## src/rtl/uart_program_loader_pkg.sv

```systemverilog
// Shared definitions for the UART boot loader: sync byte, default bit period
// and the state encodings of the frame parser and the byte receiver.
package uart_program_loader_pkg;

    localparam logic [7:0] LOADER_SYNC    = 8'hA5;
    localparam int         LOADER_CLK_DIV = 868;

    typedef enum logic [2:0] {
        ST_IDLE,
        ST_LEN_LO,
        ST_LEN_HI,
        ST_DATA,
        ST_CSUM,
        ST_DONE,
        ST_ERROR
    } loader_state_e;

    typedef enum logic [1:0] {
        RX_IDLE,
        RX_START,
        RX_DATA,
        RX_STOP
    } rx_state_e;

endpackage

```

## src/rtl/uart_program_loader_if.sv

```systemverilog
// Memory write port driven by the loader (master) into the block RAM (slave).
interface uart_program_loader_if #(
    parameter int ADDR_WIDTH = 10
) ();

    logic [ADDR_WIDTH-1:0] mem_addr;
    logic [31:0]           mem_data;
    logic                  mem_en;
    logic [3:0]            mem_we_mask;

    modport master (
        output mem_addr,
        output mem_data,
        output mem_en,
        output mem_we_mask
    );

    modport slave (
        input mem_addr,
        input mem_data,
        input mem_en,
        input mem_we_mask
    );

endinterface

```

## src/rtl/uart_program_loader_uart_rx.sv

```systemverilog
// 8N1 UART receiver: 2-flop synchroniser, mid-bit sampling timer, LSB-first shifter.
// byte_valid pulses one cycle after the stop sample; frame_err qualifies it.
module uart_rx
    import uart_program_loader_pkg::*;
#(
    parameter int CLK_DIV = LOADER_CLK_DIV
) (
    input  logic       clk,
    input  logic       rst,
    input  logic       rx,
    output logic       byte_valid,
    output logic [7:0] byte_data,
    output logic       frame_err
);

    localparam int            CW   = $clog2(CLK_DIV);
    localparam logic [CW-1:0] FULL = CW'(CLK_DIV - 1);
    localparam logic [CW-1:0] HALF = CW'(CLK_DIV / 2 - 1);

    logic          sync1_q, sync2_q, prev_q;
    rx_state_e     state_q, state_d;
    logic [CW-1:0] cnt_q, cnt_d;
    logic [2:0]    bit_q, bit_d;
    logic [7:0]    shift_q, shift_d;
    logic          valid_q, valid_d;
    logic          ferr_q, ferr_d;

    always_ff @(posedge clk or negedge rst) begin
        if (!rst) begin
            sync1_q <= 1'b1;
            sync2_q <= 1'b1;
            prev_q  <= 1'b1;
            state_q <= RX_IDLE;
            cnt_q   <= '0;
            bit_q   <= '0;
            shift_q <= '0;
            valid_q <= 1'b0;
            ferr_q  <= 1'b0;
        end else begin
            sync1_q <= rx;
            sync2_q <= sync1_q;
            prev_q  <= sync2_q;
            state_q <= state_d;
            cnt_q   <= cnt_d;
            bit_q   <= bit_d;
            shift_q <= shift_d;
            valid_q <= valid_d;
            ferr_q  <= ferr_d;
        end
    end

    always_comb begin
        state_d = state_q;
        cnt_d   = cnt_q;
        bit_d   = bit_q;
        shift_d = shift_q;
        valid_d = 1'b0;
        ferr_d  = 1'b0;
        case (state_q)
            RX_IDLE: begin
                if (prev_q && !sync2_q) begin
                    state_d = RX_START;
                    cnt_d   = '0;
                end
            end
            RX_START: begin
                // A start bit that is already high again at mid-bit was a glitch.
                if (cnt_q == HALF) begin
                    cnt_d   = '0;
                    bit_d   = '0;
                    state_d = sync2_q ? RX_IDLE : RX_DATA;
                end else begin
                    cnt_d = cnt_q + 1'b1;
                end
            end
            RX_DATA: begin
                if (cnt_q == FULL) begin
                    cnt_d   = '0;
                    shift_d = {sync2_q, shift_q[7:1]};
                    bit_d   = bit_q + 1'b1;
                    if (bit_q == 3'd7) state_d = RX_STOP;
                end else begin
                    cnt_d = cnt_q + 1'b1;
                end
            end
            RX_STOP: begin
                if (cnt_q == FULL) begin
                    cnt_d   = '0;
                    valid_d = 1'b1;
                    ferr_d  = !sync2_q;
                    state_d = RX_IDLE;
                end else begin
                    cnt_d = cnt_q + 1'b1;
                end
            end
            default: state_d = RX_IDLE;
        endcase
    end

    assign byte_valid = valid_q;
    assign byte_data  = shift_q;
    assign frame_err  = ferr_q;

endmodule

```

## src/rtl/uart_program_loader.sv

```systemverilog
// Boot-time program loader: parses A5/len/data/checksum frames from the UART,
// writes little-endian words to RAM and releases cpu_rst once the image verifies.
module uart_program_loader
    import uart_program_loader_pkg::*;
#(
    parameter int CLK_DIV    = LOADER_CLK_DIV,
    parameter int ADDR_WIDTH = 10,
    parameter int D_WIDTH    = 32
) (
    input  logic                   clk,
    input  logic                   rst,
    input  logic                   rx,
    uart_program_loader_if.master  mem,
    output logic                   cpu_rst,
    output logic                   busy,
    output logic                   done,
    output logic                   err
);

    logic       byte_valid;
    logic [7:0] byte_data;
    logic       frame_err;

    uart_rx #(.CLK_DIV(CLK_DIV)) u_rx (
        .clk        (clk),
        .rst        (rst),
        .rx         (rx),
        .byte_valid (byte_valid),
        .byte_data  (byte_data),
        .frame_err  (frame_err)
    );

    loader_state_e         state_q, state_d;
    logic [ADDR_WIDTH-1:0] idx_q, idx_d;
    logic [ADDR_WIDTH:0]   nwords_q, nwords_d;
    logic [1:0]            bcnt_q, bcnt_d;
    logic [D_WIDTH-1:0]    data_q, data_d;
    logic [7:0]            csum_q, csum_d;
    logic [7:0]            len_lo_q, len_lo_d;
    logic                  en_q, en_d;
    logic                  err_q, err_d;

    logic                  accept, bad;
    logic [15:0]           n_full;
    logic                  last_word;

    assign accept    = byte_valid && !frame_err;
    assign bad       = byte_valid && frame_err;
    assign n_full    = {byte_data, len_lo_q};
    assign last_word = ({1'b0, idx_q} + 1'b1) == nwords_q;

    always_ff @(posedge clk or negedge rst) begin
        if (!rst) begin
            state_q  <= ST_IDLE;
            idx_q    <= '0;
            nwords_q <= '0;
            bcnt_q   <= '0;
            data_q   <= '0;
            csum_q   <= '0;
            len_lo_q <= '0;
            en_q     <= 1'b0;
            err_q    <= 1'b0;
        end else begin
            state_q  <= state_d;
            idx_q    <= idx_d;
            nwords_q <= nwords_d;
            bcnt_q   <= bcnt_d;
            data_q   <= data_d;
            csum_q   <= csum_d;
            len_lo_q <= len_lo_d;
            en_q     <= en_d;
            err_q    <= err_d;
        end
    end

    always_comb begin
        state_d  = state_q;
        idx_d    = idx_q;
        nwords_d = nwords_q;
        bcnt_d   = bcnt_q;
        data_d   = data_q;
        csum_d   = csum_q;
        len_lo_d = len_lo_q;
        en_d     = 1'b0;
        err_d    = err_q;

        // The address advances only after the write strobe has been presented.
        if (en_q) idx_d = idx_q + 1'b1;

        case (state_q)
            ST_IDLE: begin
                if (accept && byte_data == LOADER_SYNC) begin
                    state_d = ST_LEN_LO;
                    err_d   = 1'b0;
                    idx_d   = '0;
                    bcnt_d  = '0;
                    csum_d  = '0;
                end
            end
            ST_LEN_LO: begin
                if (bad) begin
                    state_d = ST_ERROR;
                end else if (accept) begin
                    len_lo_d = byte_data;
                    state_d  = ST_LEN_HI;
                end
            end
            ST_LEN_HI: begin
                if (bad) begin
                    state_d = ST_ERROR;
                end else if (accept) begin
                    if (32'(n_full) > (32'd1 << ADDR_WIDTH)) begin
                        state_d = ST_ERROR;
                    end else if (n_full == 16'd0) begin
                        state_d = ST_CSUM;
                    end else begin
                        nwords_d = n_full[ADDR_WIDTH:0];
                        state_d  = ST_DATA;
                    end
                end
            end
            ST_DATA: begin
                if (bad) begin
                    state_d = ST_ERROR;
                end else if (accept) begin
                    data_d[{bcnt_q, 3'b000} +: 8] = byte_data;
                    csum_d = csum_q + byte_data;
                    bcnt_d = bcnt_q + 1'b1;
                    if (bcnt_q == 2'd3) begin
                        en_d = 1'b1;
                        if (last_word) state_d = ST_CSUM;
                    end
                end
            end
            ST_CSUM: begin
                if (bad) begin
                    state_d = ST_ERROR;
                end else if (accept) begin
                    state_d = (byte_data == csum_q) ? ST_DONE : ST_ERROR;
                end
            end
            ST_DONE:  state_d = ST_DONE;
            ST_ERROR: state_d = ST_IDLE;
            default:  state_d = ST_IDLE;
        endcase

        if (state_d == ST_ERROR) err_d = 1'b1;
    end

    assign mem.mem_addr    = idx_q;
    assign mem.mem_data    = data_q;
    assign mem.mem_en      = en_q;
    assign mem.mem_we_mask = {4{en_q}};

    assign done    = (state_q == ST_DONE);
    assign cpu_rst = !done;
    assign busy    = (state_q == ST_LEN_LO) || (state_q == ST_LEN_HI) ||
                     (state_q == ST_DATA)   || (state_q == ST_CSUM);
    assign err     = err_q;

endmodule

```

## src/flat_wrapper.sv

```systemverilog
// flat-port wrapper written by rule: the top's interface ports become plain ports
module uart_program_loader_flat import uart_program_loader_pkg::*;
#(
    parameter int CLK_DIV    = LOADER_CLK_DIV,
    parameter int ADDR_WIDTH = 10,
    parameter int D_WIDTH    = 32
)
  (clk, rst, rx, cpu_rst, busy, done, err, mem_mem_addr, mem_mem_data, mem_mem_en, mem_mem_we_mask);
  uart_program_loader_if #(.ADDR_WIDTH(ADDR_WIDTH)) mem_i ();
  input  logic clk;
  input  logic rst;
  input  logic rx;
  output logic cpu_rst;
  output logic busy;
  output logic done;
  output logic err;
  output wire logic [$bits(mem_i.mem_addr)-1:0] mem_mem_addr;
  output wire logic [$bits(mem_i.mem_data)-1:0] mem_mem_data;
  output wire logic [$bits(mem_i.mem_en)-1:0] mem_mem_en;
  output wire logic [$bits(mem_i.mem_we_mask)-1:0] mem_mem_we_mask;
  assign mem_mem_addr = mem_i.mem_addr;
  assign mem_mem_data = mem_i.mem_data;
  assign mem_mem_en = mem_i.mem_en;
  assign mem_mem_we_mask = mem_i.mem_we_mask;
  uart_program_loader #(.CLK_DIV(CLK_DIV), .ADDR_WIDTH(ADDR_WIDTH), .D_WIDTH(D_WIDTH)) u_core (.clk(clk), .rst(rst), .rx(rx), .mem(mem_i), .cpu_rst(cpu_rst), .busy(busy), .done(done), .err(err));
endmodule
```

## config.mk

```make
export PLATFORM = sky130hd
export DESIGN_NAME = uart_program_loader_flat
export DESIGN_NICKNAME = d
export VERILOG_FILES = /design/src/rtl/uart_program_loader_pkg.sv /design/src/rtl/uart_program_loader_if.sv /design/src/rtl/uart_program_loader_uart_rx.sv /design/src/rtl/uart_program_loader.sv /design/src/flat_wrapper.sv
export SDC_FILE = /design/constraint.sdc
export NUM_CORES = 1
export LEC_CHECK = 0
export ABC_CLOCK_PERIOD_IN_PS = 2200
export BUFFER_PORTS_ARGS = -buffer_cell sky130_fd_sc_hd__buf_2
export CAP_MARGIN = 40
export CORE_MARGIN = 2
export CORE_UTILIZATION = 50
export DETAILED_ROUTE_END_ITERATION = 10
export PLACE_DENSITY_LB_ADDON = 0.12
export SYNTH_ARGS = -nofsm -noshare
export SYNTH_HDL_FRONTEND = slang
export SYNTH_SLANG_ARGS = --single-unit
```

## constraint.sdc

```tcl
create_clock -name clk -period 2.2 [get_ports clk]
set_input_delay 0.55 -clock clk [delete_from_list [all_inputs] [get_ports clk]]
set_output_delay 0.55 -clock clk [all_outputs]
set_load 0.05 [all_outputs]
```

# Word level (Yosys, flattened, before mapping)
# Cells that the tools add are included.
totals:
  regBits: 104
  out_inout_bits: 51
  elab_cells: 133
op_classes:
  add_sub_neg: 7
  n_lt_le_gt_ge: 1
  eq_ne: 24
  n_shift: 2
  muxes: 52
  bitwise_logic: 3
  reduce_logical: 26
ops:
  columns: ["op", "n"]
  rows:
  - ["10-bit two-way mux", 6]
  - ["3-bit two-way mux", 15]
  - ["32-bit bitwise mux", 1]
  - ["8-bit by 7-bit variable shift with 32-bit output, first input constant", 1]
  - ["8-bit by 7-bit indexed part select with 32-bit output", 1]
  - ["10-bit case mux with 3 select lines", 1]
  - ["8-bit two-way mux", 3]
  - ["10-bit by 1-bit adder with 10-bit output, second input constant", 2]
  - ["2-bit two-way mux", 10]
  - ["3-bit case mux with 6 select lines", 1]
  - ["16-bit by 11-bit greater-than comparator with 1-bit output, second input constant", 1]
  - ["16-bit logical NOT", 1]
  - ["8-bit case mux with 2 select lines", 1]
  - ["3-bit == test, second input constant", 4]
  - ["2-bit != test, second input constant", 6]
  - ["10-bit by 1-bit adder with 11-bit output, second input constant", 1]
  - ["11-bit == test", 1]
  - ["1-bit two-way mux", 11]
  - ["10-bit == test, second input constant", 1]
  - ["10-bit by 9-bit == test with 1-bit output, second input constant", 1]
  - ["5-bit AND reduction", 2]
  - ["3-bit AND reduction", 3]
  - ["8-bit adder", 1]
  - ["8-bit == test", 1]
  - ["22 further kinds", 39]

# Logic depth before layout (Yosys ltp)
# Gate-level depths: netlist of the first run.
logic_depth:
  ltp_word: 10
  depth_mapped: 9
  mapped_depth_nobuf: 9

# Modules after synthesis
# From an unflattened synthesis of the first run, not the netlist that was laid out.
hier_totals:
  cells_unflattened: 557
  hier_area_um2: 5386.4
by_module_without_submodules:
  columns: ["module", "n_inst", "cells_per_inst", "area_each_um2", "seq_area_each_um2"]
  rows:
  - ["uart_program_loader", 1, 428, 4027.6, 1901.8]
  - ["uart_rx", 1, 129, 1358.8, 704.4]

# Least setup slack after synthesis of the first run
# Ideal clock, no wire load.
synth_timing:
  kind: "register to register"
  start: "reg u_core.idx_q[3], in the netlist u_core.mem.mem_addr[3]"
  end: "reg u_core.err_q, in the netlist u_core.err"
  setup_ns: 0.120
  arrival_time_ns: 2.250
  t_required_ns: 2.080
  slack_ns: -0.170
  path_stages_with_launch: 9
  path_buffers: 1
  cell_sequence: "dfrtp_1 buf_4 nand4_2 or3_1 a211oi_1 nor3_1 nor4b_4 o21ai_1 a41o_1"
synth_via:
  elab_chain_len: 10
  elab_cells_between_ends: 12
  cone_classes: "1 x add/sub; 2 x eq/ne; 6 x mux; 3 x reduce/logical"
synth_lines:
  columns: ["element", "line", "text"]
  rows:
  - ["start, declared", "uart_program_loader.sv:34", "logic [ADDR_WIDTH-1:0] idx_q, idx_d;"]
  - ["start signal, assigned", "uart_program_loader.sv:65", "idx_q <= idx_d;"]
  - ["10-bit by 1-bit adder with 11-bit output *", "uart_program_loader.sv:50", "assign last_word = ({1'b0, idx_q} + 1'b1) == nwords_q;"]
  - ["11-bit == test *", "uart_program_loader.sv:50", null]
  - ["3-bit two-way mux *", "uart_program_loader.sv:131", "if (last_word) state_d = ST_CSUM;"]
  - ["3-bit two-way mux *", "uart_program_loader.sv:129", "if (bcnt_q == 2'd3) begin"]
  - ["3-bit two-way mux *", "uart_program_loader.sv:125", "end else if (accept) begin"]
  - ["3-bit two-way mux *", "uart_program_loader.sv:123", "if (bad) begin"]
  - ["3-bit case mux with 6 select lines *", "uart_program_loader.sv:90", "case (state_q)"]
  - ["named net u_core.state_d[1]", "uart_program_loader.sv:33", "loader_state_e state_q, state_d;"]
  - ["3-bit == test *", "uart_program_loader.sv:147", "if (state_d == ST_ERROR) err_d = 1'b1;"]
  - ["2-bit nonzero test (no line)", null, null]
  - ["2-bit AND reduction (no line)", null, null]
  - ["end signal, assigned", "uart_program_loader.sv:72", "err_q <= err_d;"]
  - ["end, declared", "uart_program_loader.sv:41", "logic err_q, err_d;"]
# Mark *: on every way through the listed nets, which the timed path passes. The rest lies on a longest branch.
# A chain may end at the register's enable or synchronous reset.

# Worst setup path after layout of the first run
layout_timing:
  start: "reg u_core.u_rx.shift_q[1], in the netlist u_core.u_rx.byte_data[1]"
  end: "reg u_core.csum_q[7]"
layout_via:
  elab_chain_len: 4
  elab_cells_between_ends: 8
  cone_classes: "1 x add/sub; 2 x eq/ne; 3 x mux; 2 x reduce/logical"
layout_lines:
  columns: ["element", "line", "text"]
  rows:
  - ["start, declared", "uart_program_loader_uart_rx.sv:24", "logic [7:0] shift_q, shift_d;"]
  - ["start signal, assigned", "uart_program_loader_uart_rx.sv:46", "shift_q <= shift_d;"]
  - ["8-bit adder or 8-bit == test (tied branches)", "uart_program_loader.sv:127, uart_program_loader.sv:92", null]
  - ["8-bit two-way mux or 1-bit logical AND (tied branches)", "uart_program_loader.sv:125, uart_program_loader.sv:92", null]
  - ["8-bit two-way mux or 2-bit by 1-bit != test with 1-bit output (tied branches)", null, null]
  - ["8-bit case mux with 2 select lines or 4-bit AND reduction (tied branches)", null, null]
  - ["end signal, assigned", "uart_program_loader.sv:69", "csum_q <= csum_d;"]
  - ["end, declared", "uart_program_loader.sv:38", "logic [7:0] csum_q, csum_d;"]
# Several ways; a longest one is shown, not always the timed one. The select of a mux whose other input is x is not followed.

==> impl_metrics.yaml, run 1 <==
worst_setup_path:
  r2r_start: "u_core.u_rx.byte_data[1]$_DFFE_PN0P_"
  crit_required_ns: 2.51
  cpPeakStageDelay_ns: 0.48
  start_kind: "flop"
  cp-end-kind: "flop"
  path_cells: "ha_1 > a21o_1 > a21oi_2 > o21bai_1 > a2111o_1 > and3_4 > or4_4 > nand3_2"
  critPathKind: "reg -> reg"
  path_max_fanout: 2
  crit_start: "u_core.u_rx.byte_data[1]$_DFFE_PN0P_"
  slowest_stage: "or4_4"
  arrival_ns: 2.61
global_route:
  grt-ovfl-total: 0
  grt_pass1_vias: 4019
  globalRouteTotalUtil: 0.2194
  grt_pass1_wl_um: 19760
  antenna_found_initial: 0
  grt_max_degree: 46
worst_hold_path:
  hold_path_class: "in -> async"
routing:
  drt_iter0_markers: 214
  drc: 0
  vias: 4130
  vias_per_cell: 5.413
  ant_nets: 0
  first_pass_iters: 7
  wire_per_inst_um: 15.52
  wirelength_um: 11840
sta:
  maxSlewViolCount: 0
  holdWs_ns: 0.04583
  fin_crit_ns: 2.305
  rsz0062_at_grt: "yes"
  layout_setup_ws_ns: -0.1051
  clock_skew_ns: 0.008396
  tns_ns: -0.1051
  setup_viol_count_final: 1
  tightest_slew_ns: 0.4903
  finalHoldViolCount: 0
  period_share: 1.048
  fmax_mhz: 433.8
  relSlewSlack: 0.6689
yosys:
  synth.area.top_cells: "dfrtp_1 (48%), nand2_1 (7.4%), mux2_2 (6.0%), o21ai_0 (4.9%), ha_1 (4.1%)"
  synth-seq-area-share: 0.4970
  synth_cells: 537
  synth_seq_cells: 104
  yosysWarnings: 0
  synthArstFlopShare: 1.000
  synth_top_area_share: 0.4820
  synth_cell_types: 58
  syn_nets: 558
  synth_top_area_cell: "dfrtp_1"
  avgSynthCellArea_um2: 9.765
  synthFlopType: "dfrtp_1"
  synth_edf_count: 0
  synth_area_mm2: 0.005244
job:
  maxCapViolCount: 0
placement:
  dp_hpwl_um: 8387
  placed_area_mm2: 0.005932
  dp_slack_ns: -0.09696
  port_buffers: 53
  globalplace.congestion: 0.8508
floorplan:
  rows: 37
  die_h_um: 106.4
  core-area_mm2: 0.01023
  io_pins: 54
  die_width_um: 106.4
  die-area_mm2: 0.01132
  start_util: 0.5125
clock_network:
  htreeDepth: 3
  cts_buffer_depth: 2
  clkSlewWorstSetupHoldPaths_ns: 0.10
  clockRootBuffer: "clkbuf_8"
  postCtsHoldBufs: 0
  cts_num_sinks: 104
  numCtsBuffers: 9
  cts_tree: "built"
  clk_latency_ns: 0.37
finish:
  layout_common_cells: "nand2_1 (103), dfrtp_1 (93), o21ai_0 (51), buf_2 (51), buf_4 (45)"
  fill_cells: 899
  design_area_mm2: 0.006240
  final_common_cell: "nand2_1"
  diodes: 0
  drive_above_1_share: 0.2855
  synthToLayoutAreaGrowth_pct: 18.99
  nets: 643
  post-route-util: 0.6099
pwr:
  ir_worst_vdd_v: 0.0004820
  p_leak_uw: 0.002959
  power_density_mw_per_mm2: 546.0
outcome:
  status: "finished, violations left"
  failed_checks: "setup timing"
final cells by class:
class	instances	area, µm²	share of cell area
sequential	104	2616	0.4193
multi-input combinational	396	2576	0.4129
inverter	10	37.54	0.006016
clock buffer	9	123.9	0.01985
timing repair buffer	101	668.1	0.1071
tap	136	170.2	0.02727
clock inverter	7	47.55	0.007620
worst paths after layout:
kind / to / slack [ns] / depth (start not counted)
min reg2reg: u_core.u_rx.sync2_q$_DFF_PN1_ / 0.36 / 0
min in group clk: u_core.u_rx.sync1_q$_DFF_PN1_ / 0.27 / 1
min: u_core.mem.mem_data[24]$_DFFE_PN0P_ / 0.05 / 1
max reg2reg: u_core.csum_q[7]$_DFFE_PN0P_ / -0.11 / 8
max: u_core.csum_q[7]$_DFFE_PN0P_ / -0.11 / 8
max in group asynchronous: u_core.u_rx.prev_q$_DFF_PN1_ / 1.56 / 2
metal layers:
layer	up-vias	GRT usage	wire [µm]
li1	2026	-	-
met1	2016	0.3082	5527
met2	76	0.3521	5702
met3	12	0.03188	460
met4	0	0.07236	151
met5	-	0	0
where the power goes:
| group | switching, µW | internal [µW] | total (µW) |
|---|---|---|---|
| registers | 63.3 | 1970 | 2030 |
| logic | 162 | 134 | 296 |
| clock network | 666 | 412 | 1080 |
cell families after synthesis:
group                    Yosys count  share of synthesized area
buffers and inverters             37                    0.03126
multiplexers                      30                    0.06395
XOR/XNOR                          30                    0.05011
adder cells (fa/ha/maj)           18                    0.04438
AO/OA/AOI/OAI                    101                     0.1162
AND/OR/NAND/NOR                  217                     0.1971
flip-flops                       104                     0.4970
sequential cells by signal, indices dropped and copies added, names as in the netlist, 8 cells and up, named ones only:
name	count
u_core.csum_q	8
u_core.len_lo_q	8
u_core.mem.mem_addr	10
u_core.mem.mem_data	32
u_core.nwords_q	11
u_core.u_rx.byte_data	8
u_core.u_rx.cnt_q	10
Yosys cell counts (all sizes together) (5+ instances only):
library cell and count:
nand2 104, dfrtp 101, o21ai 52, nor2 34, mux2 28, ha 17, clkbuf 16, nand3 16
a21oi 15, xnor2 15, xor2 15, nor3 12, buf 11, inv 10, nand2b 7, nor2b 7
nor4 7, nand4 5, o22ai 5, or3 5
worst max-delay path, delay by kind of cell (launching register included):
family	cells	cell delay, ns
adder cells (fa/ha/maj)	1	0.31
AO/OA/AOI/OAI	4	0.81
flip-flops	1	0.39
AND/OR/NAND/NOR	3	0.74
timing repair:
| action | CTS | global route |
|---|---|---|
| endpoints found under the setup margin | 2 | 31 |
| buffers inserted | 1 | 3 |
| resized for setup | 2 | 21 |
| gates cloned | 0 | 1 |
| endpoints found under the hold margin | 0 | 0 |
| pin swaps | 0 | 4 |
per-stage QoR:
stage / total power [µW] / cells
2_1_floorplan: 2194 / 537
3_3_place_gp: 2332 / 743
3_5_place_dp: 2339 / 743
4_1_cts: 3409 / 760
5_1_grt: 3564 / 763
6_report: 3407 / 763
(Power assumes the default switching activity.)
==> inputs of run 2 (changes only) <==
- BUFFER_PORTS_ARGS: -buffer_cell sky130_fd_sc_hd__buf_2 -> -buffer_cell sky130_fd_sc_hd__buf_4
- CORE_UTILIZATION: 50 -> 37
==> impl_metrics.yaml, run 2 (synthesis gave the netlist of run 1 again) <==
outcome:
  status: "finished, violations left"
  failed_checks: "setup timing"
finish:
  diodes: 0
  final_common_cell: "buf_4"
  design_area_mm2: 0.006604
  largest_reg_flops: 32
  layout_common_cells: "buf_4 (107), nand2_1 (104), dfrtp_1 (94), o21ai_0 (50), nor2_1 (32)"
  nets: 652
  drive_above_1_share: 0.2940
  layoutNonFillerInstCount: 816
  post-route-util: 0.4758
  synthToLayoutAreaGrowth_pct: 25.94
routing:
  wirelength_um: 12450
  ant_nets: 0
  maxUsedRoutingLayer: "met4"
  wire_per_inst_um: 15.25
  drt_iter0_markers: 306
  vias: 4152
  met2_length_um: 6047
  vias_per_cell: 5.088
  wl_met1_um: 5674
  wl_met3_um: 546
  drc: 0
  first_pass_iters: 5
worst_setup_path:
  path_cells: "ha_1 > a21o_1 > a21oi_2 > o21bai_1 > a2111o_1 > and3_4 > or4_4 > nand3_2"
  slowest_stage: "or4_4"
  cp.depth: 8
  critPathKind: "reg -> reg"
  arrival_ns: 2.61
  cp-end-kind: "flop"
  crit_required_ns: 2.50
  reg2reg_setup_slack_ns: -0.11
  path_max_fanout: 2
  path_delay_family: "compound AO/OA/AOI/OAI gates"
  start_kind: "flop"
  cpPeakStageDelay_ns: 0.47
  ff2ff_path_depth: 8
  critPathBufInv: 0
global_route:
  grt_pass1_wl_um: 20510
  grt-ovfl-total: 0
  antenna_found_initial: 0
  grt_pass1_vias: 3998
  globalRouteTotalUtil: 0.1756
  grt_max_degree: 37
sta:
  finalHoldViolCount: 0
  tns_ns: -0.1149
  period_share: 1.052
  fin_crit_ns: 2.315
  holdWs_ns: 0.1614
  clock_skew_ns: 0.008642
  rsz0062_at_grt: "yes"
  maxSlewViolCount: 0
  tightest_slew_ns: 0.5162
  layout_setup_ws_ns: -0.1149
  fmax_mhz: 432.0
  setup_viol_count_final: 1
  relSlewSlack: 0.6558
placement:
  globalplace.congestion: 0.8386
  dp_hpwl_um: 8694
  placed_area_mm2: 0.006147
  placed_cells: 791
  port_buffers: 53
floorplan:
  rows: 43
  die_width_um: 123.0
  die_h_um: 123.0
  die-area_mm2: 0.01514
  start_util: 0.3778
  io_pins: 54
  core-area_mm2: 0.01388
clock_network:
  cts_tree: "built"
  cts_num_sinks: 104
  numCtsBuffers: 9
  clk_latency_ns: 0.35
  clkSlewWorstSetupHoldPaths_ns: 0.07
  cts_buffer_depth: 2
  htreeDepth: 3
  clockRootBuffer: "clkbuf_16"
pwr:
  switching_share: 0.2463
  p_seq_frac: 0.526
  ir_worst_vdd_v: 0.0004834
  p_leak_uw: 0.003072
  intPower_uw: 2911
  switching_power_uw: 951.4
  power_density_mw_per_mm2: 584.9
  pwr-share-clk: 0.397
  pwr-share-comb: 0.077
job:
  maxCapViolCount: 0
worst_hold_path:
  hold_path_class: "in -> async"
run 2: cell types whose count changed in the layout (fill, tap and decap cells not counted), sizes merged:
cell	before	now
clkinv	4	5
clkbuf	11	10
buf	99	110
clkinvlp	2	0
run 2: per-stage QoR:
step | worst slack, ns | power [µW]
6_report | -0.1149 | 3862
5_1_grt | -0.1978 | 4058
4_1_cts | -0.06824 | 3908
3_5_place_dp | -0.1027 | 2357
3_3_place_gp | -0.06521 | 2345
2_1_floorplan | -0.02425 | 2194
run 2: layout make-up:
class / count / area, µm²
repair buffers: 110 / 863.3
inverters: 10 / 37.54
clock inverters: 6 / 43.79
well taps: 180 / 225.2
clock buffers: 10 / 239.0
flip-flops and latches: 104 / 2615
multi-input cells: 396 / 2580
fillers: 1340 / 7277
run 2: worst paths after layout:
kind | start | end
max | u_core.csum_q[1]$_DFFE_PN0P_ | u_core.csum_q[7]$_DFFE_PN0P_
min | rst | u_core.mem.mem_data[5]$_DFFE_PN0P_
max reg2reg | u_core.csum_q[1]$_DFFE_PN0P_ | u_core.csum_q[7]$_DFFE_PN0P_
min reg2reg | u_core.u_rx.sync1_q$_DFF_PN1_ | u_core.u_rx.sync2_q$_DFF_PN1_
max in group asynchronous | rst | u_core.mem.mem_addr[5]$_DFF_PN0_
min in group clk | rx | u_core.u_rx.sync1_q$_DFF_PN1_
run 2: layer usage:
layer | GRT usage | up-vias
li1 | - | 2052
met1 | 0.2320 | 2028
met2 | 0.2880 | 60
met3 | 0.04290 | 12
met4 | 0.04901 | 0
met5 | 0 | -
run 2: repair_timing:
item                                    4_1_cts  5_1_grt
buffers inserted                              3        5
gates cloned                                  0        1
pin swaps                                     2        9
hold buffers                                  0        0
resized for setup                             1       22
endpoints found under the setup margin        2       21
run 2: power by group through the flow:
stage	clock (µW)	combinational [µW]	sequential, µW
6_report	1530	297	2030
5_1_grt	1670	345	2040
4_1_cts	1590	294	2030
3_5_place_dp	0	293	2060
3_3_place_gp	0	283	2060
2_1_floorplan	0	128	2070
==> inputs of run 3 (changes only) <==
- CTS_BUF_LIST: default -> sky130_fd_sc_hd__clkbuf_8
==> impl_metrics.yaml, run 3 (synthesis gave the netlist of run 1 again) <==
clock_network:
  cts_buffer_depth: 2
  cts_tree: "built"
  htreeDepth: 3
  clkSlewWorstSetupHoldPaths_ns: 0.10
  postCtsHoldBufs: 0
  numCtsBuffers: 9
  clockRootBuffer: "clkbuf_8"
  cts_num_sinks: 104
  clk_latency_ns: 0.38
placement:
  placed_cells: 791
  dp_slack_ns: -0.1027
  globalplace.congestion: 0.8386
  placed_area_mm2: 0.006147
  dp_hpwl_um: 8694
  port_buffers: 53
global_route:
  globalRouteTotalUtil: 0.1738
  grt_pass1_wl_um: 20360
  grt_max_degree: 37
  grt_pass1_vias: 3966
  grt-ovfl-total: 0
  antenna_found_initial: 0
finish:
  post-route-util: 0.4693
  diodes: 0
  synthToLayoutAreaGrowth_pct: 24.22
  fill_cells: 1355
  layout_common_cells: "buf_4 (109), nand2_1 (104), dfrtp_1 (93), o21ai_0 (50), nor2_1 (32)"
  final_common_cell: "buf_4"
  drive_above_1_share: 0.2962
  nets: 654
  design_area_mm2: 0.006514
  largest_reg_flops: 32
  layoutNonFillerInstCount: 818
routing:
  wl_met3_um: 563
  first_pass_iters: 4
  drt_iter0_markers: 269
  wl_met1_um: 5632
  drc: 0
  maxUsedRoutingLayer: "met4"
  wire_per_inst_um: 15.06
  vias: 4147
  ant_nets: 0
  met2_length_um: 6020
  wirelength_um: 12320
  vias_per_cell: 5.070
sta:
  fin_crit_ns: 2.299
  rsz0062_at_grt: "yes"
  relSlewSlack: 0.6550
  tightest_slew_ns: 0.5175
  layout_setup_ws_ns: -0.09889
  maxSlewViolCount: 0
  finalHoldViolCount: 0
  fmax_mhz: 435.0
  tns_ns: -0.09889
  setup_viol_count_final: 1
  period_share: 1.045
  clock_skew_ns: 0.01595
pwr:
  p_leak_uw: 0.003034
  ir_worst_vdd_v: 0.0004619
  power_density_mw_per_mm2: 531.2
worst_setup_path:
  path_max_fanout: 2
  path_cells: "ha_1 > a21o_1 > a21oi_2 > o21bai_1 > a2111o_1 > and3_4 > or4_4 > nand3_2"
  arrival_ns: 2.63
  cpPeakStageDelay_ns: 0.47
  slowest_stage: "or4_4"
  crit_required_ns: 2.53
  critPathBufInv: 0
  cp-end-kind: "flop"
  path_delay_family: "compound AO/OA/AOI/OAI gates"
  critPathKind: "reg -> reg"
  start_kind: "flop"
floorplan:
  core-area_mm2: 0.01388
  die_width_um: 123.0
  die-area_mm2: 0.01514
  die_h_um: 123.0
  io_pins: 54
  rows: 43
  start_util: 0.3778
job:
  maxCapViolCount: 0
outcome:
  failed_checks: "setup timing"
  status: "finished, violations left"
worst_hold_path:
  hold_path_class: "in -> async"
[run 3: layer usage]
metal,track usage,up-vias
li1,-,2056
met1,0.2300,2016
met3,0.04705,8
met5,0,-
met4,0.04048,0
met2,0.2852,67
[run 3: metrics by stage]
step | hold WS [ns] | total power, µW
after floorplan | 0.2544 | 2194
after global placement | 0.3468 | 2345
after detailed placement | 0.3482 | 2357
after CTS | 0.1110 | 3503
after global routing | 0.1176 | 3651
final | 0.1180 | 3460
[run 3: final cells by class]
cell class	count	area [µm²]	area share
Clock buffer	10	137.6	0.02113
Clock inverter	6	43.79	0.006723
Inverter	10	37.54	0.005763
Multi-Input combinational cell	396	2575	0.3953
Sequential cell	104	2616	0.4017
Tap cell	180	225.2	0.03458
Timing Repair Buffer	112	878.3	0.1348
[run 3: where the power goes]
part	leakage [µW]	total, µW	switching (µW)	internal, µW
combinational	0.00152	311	164	146
sequential	0.00141	2030	60.2	1970
clock	0.0000979	1120	670	449
[run 3: final timing paths]
path / slack [ns] / cells after the start / start / to
max in group asynchronous: 1.47 / 2 / rst / u_core.state_q[0]$_DFF_PN0_
min reg2reg: 0.36 / 0 / u_core.u_rx.sync1_q$_DFF_PN1_ / u_core.u_rx.sync2_q$_DFF_PN1_
max reg2reg: -0.1 / 8 / u_core.csum_q[1]$_DFFE_PN0P_ / u_core.csum_q[7]$_DFFE_PN0P_
min: 0.12 / 1 / rst / u_core.mem.mem_data[7]$_DFFE_PN0P_
min in group clk: 0.28 / 1 / rx / u_core.u_rx.sync1_q$_DFF_PN1_
max: -0.1 / 8 / u_core.csum_q[1]$_DFFE_PN0P_ / u_core.csum_q[7]$_DFFE_PN0P_
[run 3: what timing repair did]
item	4_1_cts	5_1_grt
setup endpoints to repair	2	24
resized for setup	1	22
gates cloned	0	1
setup buffers	3	7
pin swaps	2	10
